==> config.mk <==
export PLATFORM = sky130hd
export DESIGN_NAME = cover_toggle_drain
export DESIGN_NICKNAME = d
export VERILOG_FILES = /design/src/rtl/cover_toggle_drain.sv
export SDC_FILE = /design/constraint.sdc
export NUM_CORES = 1
export LEC_CHECK = 0
export ABC_AREA = 0
export BUFFER_PORTS_ARGS = -buffer_cell sky130_fd_sc_hd__buf_2
export CAP_MARGIN = 20
export CORE_UTILIZATION = 47
export DETAILED_ROUTE_END_ITERATION = 16
export PLACE_DENSITY = 0.7
export SYNTH_ARGS = -nofsm -noshare
export SYNTH_HDL_FRONTEND = slang
export SYNTH_SLANG_ARGS = --single-unit
==> constraint.sdc <==
create_clock -name clock -period 6.35 [get_ports clock]
set_clock_uncertainty 0.15 [all_clocks]
set_input_delay 0.3175 -clock clock [delete_from_list [all_inputs] [get_ports clock]]
set_output_delay 0.3175 -clock clock [all_outputs]
set_load 0.02 [all_outputs]
==> src/rtl/cover_toggle_drain.sv <==
// rtl/cover_toggle_drain.sv - toggle-cover hit collector streaming each newly hit index once
module cover_toggle_drain #(
  parameter int          WIDTH       = 40,
  parameter logic [63:0] COVER_INDEX = 64'd0,
  parameter int          COVER_TOTAL = 38253,
  parameter int          COUNT_W     = 6
) (
  input  logic               clock,
  input  logic               reset,
  input  logic [WIDTH-1:0]   valid,
  input  logic               clear,
  output logic               out_valid,
  input  logic               out_ready,
  output logic [63:0]        out_index,
  output logic [COUNT_W-1:0] hit_count,
  output logic               all_hit,
  output logic               busy
);

  localparam int IDX_W = (WIDTH > 1) ? $clog2(WIDTH) : 1;

  typedef enum logic [1:0] {
    RUN      = 2'd0,
    CLR_WAIT = 2'd1,
    CLEAR    = 2'd2
  } state_t;

  state_t             state_q, state_d;
  logic [WIDTH-1:0]   hit_q, hit_d;
  logic [WIDTH-1:0]   reported_q, reported_d;
  logic [COUNT_W-1:0] hit_count_q, hit_count_d;
  logic               out_valid_q, out_valid_d;
  logic [63:0]        out_index_q, out_index_d;

  logic [WIDTH-1:0]   pending;
  logic [WIDTH-1:0]   new_bits;
  logic [COUNT_W-1:0] new_count;
  logic [IDX_W-1:0]   sel;
  logic               slot_free;

  // Lowest pending bit and number of first-time hits this cycle.
  always_comb begin
    pending   = hit_q & ~reported_q;
    new_bits  = valid & ~hit_q;
    new_count = '0;
    sel       = '0;
    for (int i = WIDTH - 1; i >= 0; i--) begin
      if (pending[i]) sel = IDX_W'(i);
    end
    for (int i = 0; i < WIDTH; i++) begin
      new_count = new_count + COUNT_W'(new_bits[i]);
    end
    slot_free = !out_valid_q || out_ready;
  end

  // Next-state: capture, output load and the clear handshake.
  always_comb begin
    state_d     = state_q;
    hit_d       = hit_q;
    reported_d  = reported_q;
    hit_count_d = hit_count_q;
    out_valid_d = out_valid_q;
    out_index_d = out_index_q;
    case (state_q)
      RUN: begin
        hit_d       = hit_q | valid;
        hit_count_d = hit_count_q + new_count;
        if (clear && slot_free) begin
          // Going straight to CLEAR: do not load a beat that would be wiped.
          state_d     = CLEAR;
          out_valid_d = 1'b0;
        end else begin
          if (clear) state_d = CLR_WAIT;
          if (slot_free) begin
            if (pending != '0) begin
              out_index_d     = COVER_INDEX + 64'(sel);
              reported_d[sel] = 1'b1;
              out_valid_d     = 1'b1;
            end else begin
              out_valid_d = 1'b0;
            end
          end
        end
      end
      CLR_WAIT: begin
        hit_d       = hit_q | valid;
        hit_count_d = hit_count_q + new_count;
        if (out_ready) begin
          out_valid_d = 1'b0;
          state_d     = CLEAR;
        end
      end
      CLEAR: begin
        hit_d       = '0;
        reported_d  = '0;
        hit_count_d = '0;
        out_valid_d = 1'b0;
        state_d     = RUN;
      end
      default: state_d = RUN;
    endcase
  end

  // State registers with asynchronous active-low reset.
  always_ff @(posedge clock or negedge reset) begin
    if (!reset) begin
      state_q     <= RUN;
      hit_q       <= '0;
      reported_q  <= '0;
      hit_count_q <= '0;
      out_valid_q <= 1'b0;
      out_index_q <= '0;
    end else begin
      state_q     <= state_d;
      hit_q       <= hit_d;
      reported_q  <= reported_d;
      hit_count_q <= hit_count_d;
      out_valid_q <= out_valid_d;
      out_index_q <= out_index_d;
    end
  end

  assign out_valid = out_valid_q;
  assign out_index = out_index_q;
  assign hit_count = hit_count_q;
  assign all_hit   = (hit_count_q == COUNT_W'(WIDTH));
  assign busy      = (state_q != RUN);

endmodule
Word-level counts from Yosys, hierarchy flattened
Index checks and enable logic that the tools add are counted.
{"block": "word_totals", "out_inout_bits": 73, "regBits": 95}
{"block": "op_classes", "mux": 57, "n_addsub": 40, "n_lt_le_gt_ge": 2, "eq_ne": 9, "bitwise_logic": 7, "n_reduce_logical": 15}
{"op": "6-bit two-way mux", "n": 40}
{"op": "6-bit by 1-bit adder with 6-bit output", "n": 34}
{"op": "40-bit case mux with 2 select lines", "n": 2}
{"op": "40-bit two-way mux", "n": 3}
{"op": "40-bit bitwise AND", "n": 2}
{"op": "40-bit inverter", "n": 2}
{"op": "40-bit OR", "n": 2}
{"op": "40-bit nonzero test", "n": 1}
{"op": "6-bit case mux with 2 select lines", "n": 1}
{"op": "2-bit inequality test, second input constant", "n": 4}
{"op": "4-bit AND reduction", "n": 2}
{"op": "6-bit by 7-bit less-than comparator with 1-bit output, second input constant", "n": 1}
{"op": "5-bit by 1-bit adder with 6-bit output", "n": 1}
{"op": "6-bit adder", "n": 1}
{"op": "1-bit demux with 6-bit select", "n": 1}
{"op": "6-bit == test, second input constant", "n": 1}
{"op": "6-bit by 1-bit greater-or-equal comparator with 1-bit output, second input constant", "n": 1}
{"op": "2-bit two-way mux", "n": 3}
{"op": "3-bit inequality test, second input constant", "n": 2}
{"op": "2-bit nonzero test", "n": 3}
{"op": "4-bit by 1-bit adder with 5-bit output", "n": 1}
{"op": "1-bit two-way mux", "n": 5}
{"op": "3-bit by 1-bit adder with 4-bit output", "n": 1}
{"op": "2-bit case mux with 2 select lines", "n": 1}
{"op": "other kinds (14)", "n": 15}

Longest topological paths before layout
{"block": "logic_depth", "ltp_word": 51, "mapped_depth": 20}

Least setup slack after synthesis
No wires, ideal clock.
{"block": "synth_timing", "path_kind": "register to register", "start": "register hit_q[16]", "end": "register hit_count_q[4], in the netlist hit_count[4]", "t_arrival_ns": 5.516, "t_required_ns": 6.104, "period_less_slack_ns": 5.761, "setup_slack_ns": 0.589, "stages_incl_launch_ff": 18, "n_path_buf": 0, "cell_sequence": "dfrtp_1 -> nand2b_1 -> fa_1 -> fa_1 -> inv_1 -> fa_1 -> inv_1 -> fa_1 -> fa_1 -> fa_1 -> fa_1 -> fa_1 -> fa_1 -> inv_1 -> a21o_1 -> a21oi_1 -> xor2_1 -> o31ai_1"}
{"block": "synth_via", "elab_chain_cells": 28}
{"item": "start, declared", "line": "29", "text": "logic [WIDTH-1:0] hit_q, hit_d;"}
{"item": "start signal, assigned", "line": "115", "text": "hit_q <= hit_d;"}
{"item": "40-bit inverter", "line": "44", "text": "new_bits = valid & ~hit_q;"}
{"item": "40-bit bitwise AND", "line": "44"}
{"item": "6-bit by 1-bit adder with 6-bit output (24 in series)", "line": "51", "text": "new_count = new_count + COUNT_W'(new_bits[i]);"}
{"item": "6-bit adder", "line": "67, 87"}
{"item": "6-bit case mux with 2 select lines", "line": "64", "text": "case (state_q)"}
{"item": "end signal, assigned", "line": "117", "text": "hit_count_q <= hit_count_d;"}
{"item": "end, declared", "line": "31", "text": "logic [COUNT_W-1:0] hit_count_q, hit_count_d;"}
Every way passes these cells.
A chain may end at the register's enable or synchronous reset.

Final worst setup path
{"block": "layout_timing", "start": "register hit_q[10]", "end": "register hit_count_q[4], in the netlist hit_count[4]"}
{"block": "layout_via", "elab_chain_cells": 34}
{"item": "40-bit inverter", "line": "44"}
{"item": "40-bit bitwise AND", "line": "44"}
{"item": "6-bit by 1-bit adder with 6-bit output (30 in series)", "line": "51"}
{"item": "6-bit adder", "line": "67, 87"}
{"item": "6-bit case mux with 2 select lines", "line": "64"}
Every way passes these cells.

==> flow_metrics.tcl <==
set metrics [dict create \
    status "complete, but fails checks" \
    violations "design-rule violations" \
    antenna_found_initial 0 \
    synth_area_um2 6370 \
    finalNonFillerCells 896 \
    mostFrequentLayoutCell "dfrtp_1" \
    die_w_um 118 \
    period_share_pct 95.3 \
    portBuffers 58 \
    setup_viol 0 \
    clk_latency_ns 0.35 \
    area_growth_pct 8.69 \
    cts_buffers 9 \
    yosysUniqueCellTypes 59 \
    maxSlewViolCount 0 \
    synth_flop_cell "dfrtp_1" \
    worst_ep_required_time_ns 6.46 \
    cts_tree "yes" \
    coreArea_um2 13200 \
    wl_mm 15.5 \
    rr_startpoint "hit_q[10]" \
    finalHoldViolations 0 \
    grt_pass1_wl_mm 25.2 \
    critical-path-slowest-cell "fa_1" \
    yosysWarnings 0 \
    routabilityCongestion 0.926 \
    cts_max_level 3 \
    hold_class "input pin to flop" \
    fmax_mhz 165 \
    grt_use_total_pct 23.6 \
    vias 4859 \
    tritoncts_num_sinks 95 \
    maxCapViolCount 0 \
    worstSetupPathType "flop to flop" \
    pre_cts_ws_ns 0.193 \
    ioPinCount 117 \
    multi_input_area_um2 3530 \
    drive_above_1_share_pct 13.5 \
    antennaDiodeCount 0 \
    cp-startpoint "hit_q[10]" \
    startpoint_type "flop" \
    setup_slack_ns 0.300 \
    drt_iter0_drc 286 \
    holdCritStartpoint "valid[34]" \
    synth_edf_count 0 \
    num_rows 42 \
    cp_common_cell "fa_1" \
    hpwl_mm 11.9 \
    synth-seq-cells 95 \
    final_cell_mix "95 x dfrtp_1, 60 x nor2_1, 58 x conb_1" \
    clock-root-buffer "clkbuf_16" \
    cp_top_family "adder cells" \
    nNetsFinal 813 \
    cp_num_buf_inv 3 \
    die-area_um2 14000 \
    cts.clk_slew.worst_paths_ns 0.07 \
    grt_pass1_vias 4785 \
    vias_per_cell 5.42 \
    tightest_slew_ns 0.829 \
    postCtsSetupBuffers 0 \
    min_period_ns 6.05 \
    arrival_ns 6.16 \
    overflow 0 \
    avgSynthCellArea_um2 9.65 \
    cts_max_path_buffers 2 \
    fp.dieH_um 118 \
    yosysSeqAreaShare_pct 37.3 \
    regArea_um2 2380 \
    drt-wirelength-per-cell_um 17.3 \
    route.detailed.drc 1 \
    grt_max_degree 57 \
    firstDrtPassIters 11 \
    initial_utilization_pct 48.1 \
    tns_ns 0 \
    dpl.cell_count 880 \
    reg2reg_slack_ns 0.30 \
    max_stage_delay_ns 0.58 \
    num-fill-cells 1238 \
    synthArstFlopShare_pct 100 \
    grt_setup_unrepaired "false" \
    path_max_fanout 3 \
    worstPathCellList "nand2b_1 -> fa_1 -> inv_1 -> fa_1 -> inv_1 -> fa_1 -> fa_1 -> fa_1 -> fa_1 -> fa_1 -> fa_1 -> fa_1 -> inv_1 -> a21o_1 -> a21oi_1 -> xor2_1 -> o31ai_1" \
    ant_nets 0 \
    slew_headroom_pct 44.6 \
    syn_inst 660 \
    end_kind "flop" \
]
-- cells by family (layout without fill, tap and decap cells) --
family / after synthesis / in the layout / share of synthesized area (%)
xor+xnor: 5 / 5 / 0.688
compound gates: 141 / 141 / 15.4
buf+inv: 113 / 116 / 10.7
flops: 95 / 95 / 37.3
simple gates: 250 / 250 / 21.2
mux: 2 / 2 / 0.334
fa+ha+maj: 53 / 53 / 14.3
other cells: 1 / 58 / 0.0589
-- state kept, by name (all words and copies together) (netlist names) --
register    flops
hit_q          40
reported_q     40
hit_count       6
out_index       6
state_q         2
out_valid       1
-- per-layer routing --
layer / GRT usage [%] / up-vias / share of wire [%]
met1: 31.9 / 2400 / 44
met3: 4.01 / 22 / 5.5
met5: 0 / - / 0
met2: 38.2 / 179 / 48
met4: 8.70 / 0 / 2.4
li1: - / 2258 / -
-- per-stage QoR --
stage / area (um^2) / hold WS (ns) / util, %
after floorplan: 6580 / -0.128 / -
after global placement: 6590 / 0.179 / 49.8
after detailed placement: 6590 / 0.188 / 49.8
after CTS: 6920 / 0.0639 / 52.2
after global routing: 6920 / 0.0826 / 52.2
final: 6920 / 0.0648 / 52.2
-- area by class of cell --
class / count / area share [%]
multi-input cells: 509 / 51.0
flip-flops and latches: 95 / 34.4
repair buffers: 64 / 4.92
clock buffers: 12 / 3.56
well taps: 176 / 3.18
inverters: 37 / 2.01
clock inverters: 3 / 0.976
-- repair_timing --
item                       CTS  global route
hold endpoints to repair    39             0
setup endpoints to repair    0             2
resized for setup            0             1
hold buffers                 1             0
-- worst paths after layout --
kind / to / cells past startpoint
min in group asynchronous: hit_q[28] / 2
min reg2reg: reported_q[16] / 2
max in group asynchronous: reported_q[6] / 3
max reg2reg: hit_count[4] / 17
min: hit_q[34] / 3
max: hit_count[4] / 17
-- Yosys cell counts, drive strengths merged, types with 2 or more instances --
library cell,count,area share (%)
dfrtp,95,37
buf,64,7.8
nor2,60,3.5
a21oi,54,4.2
nand2b,49,4.8
nand2,48,2.8
nor2b,48,4.8
inv,37,2.2
fa,33,10
o31ai,31,3.7
ha,20,3.9
a32o,16,2.5
o21ai,13,1.1
clkbuf,12,0.71
nor3,9,0.71
a211oi,6,0.71
nor4,6,0.79
or2,6,0.59
nand4,5,0.49
nand3,4,0.31
or4,4,0.53
a21o,3,0.35
xor2,3,0.41
a31oi,2,0.20
and2,2,0.20
o22ai,2,0.20
o41ai,2,0.57
or3,2,0.20
xnor2,2,0.28
-- worst register-to-register path, cell delays in order, from the launching register on --
cell and delay [ns]:
dfrtp_1 0.39, nand2b_1 0.17, fa_1 0.58, inv_1 0.07
fa_1 0.50, inv_1 0.05, fa_1 0.46, fa_1 0.53
fa_1 0.53, fa_1 0.57, fa_1 0.46, fa_1 0.49
fa_1 0.43, inv_1 0.07, a21o_1 0.10, a21oi_1 0.07
xor2_1 0.14, o31ai_1 0.19
Power is left out: the tool's default activity adds up to more than one toggle a clock period on the data nets, which glitch-free logic cannot reach.
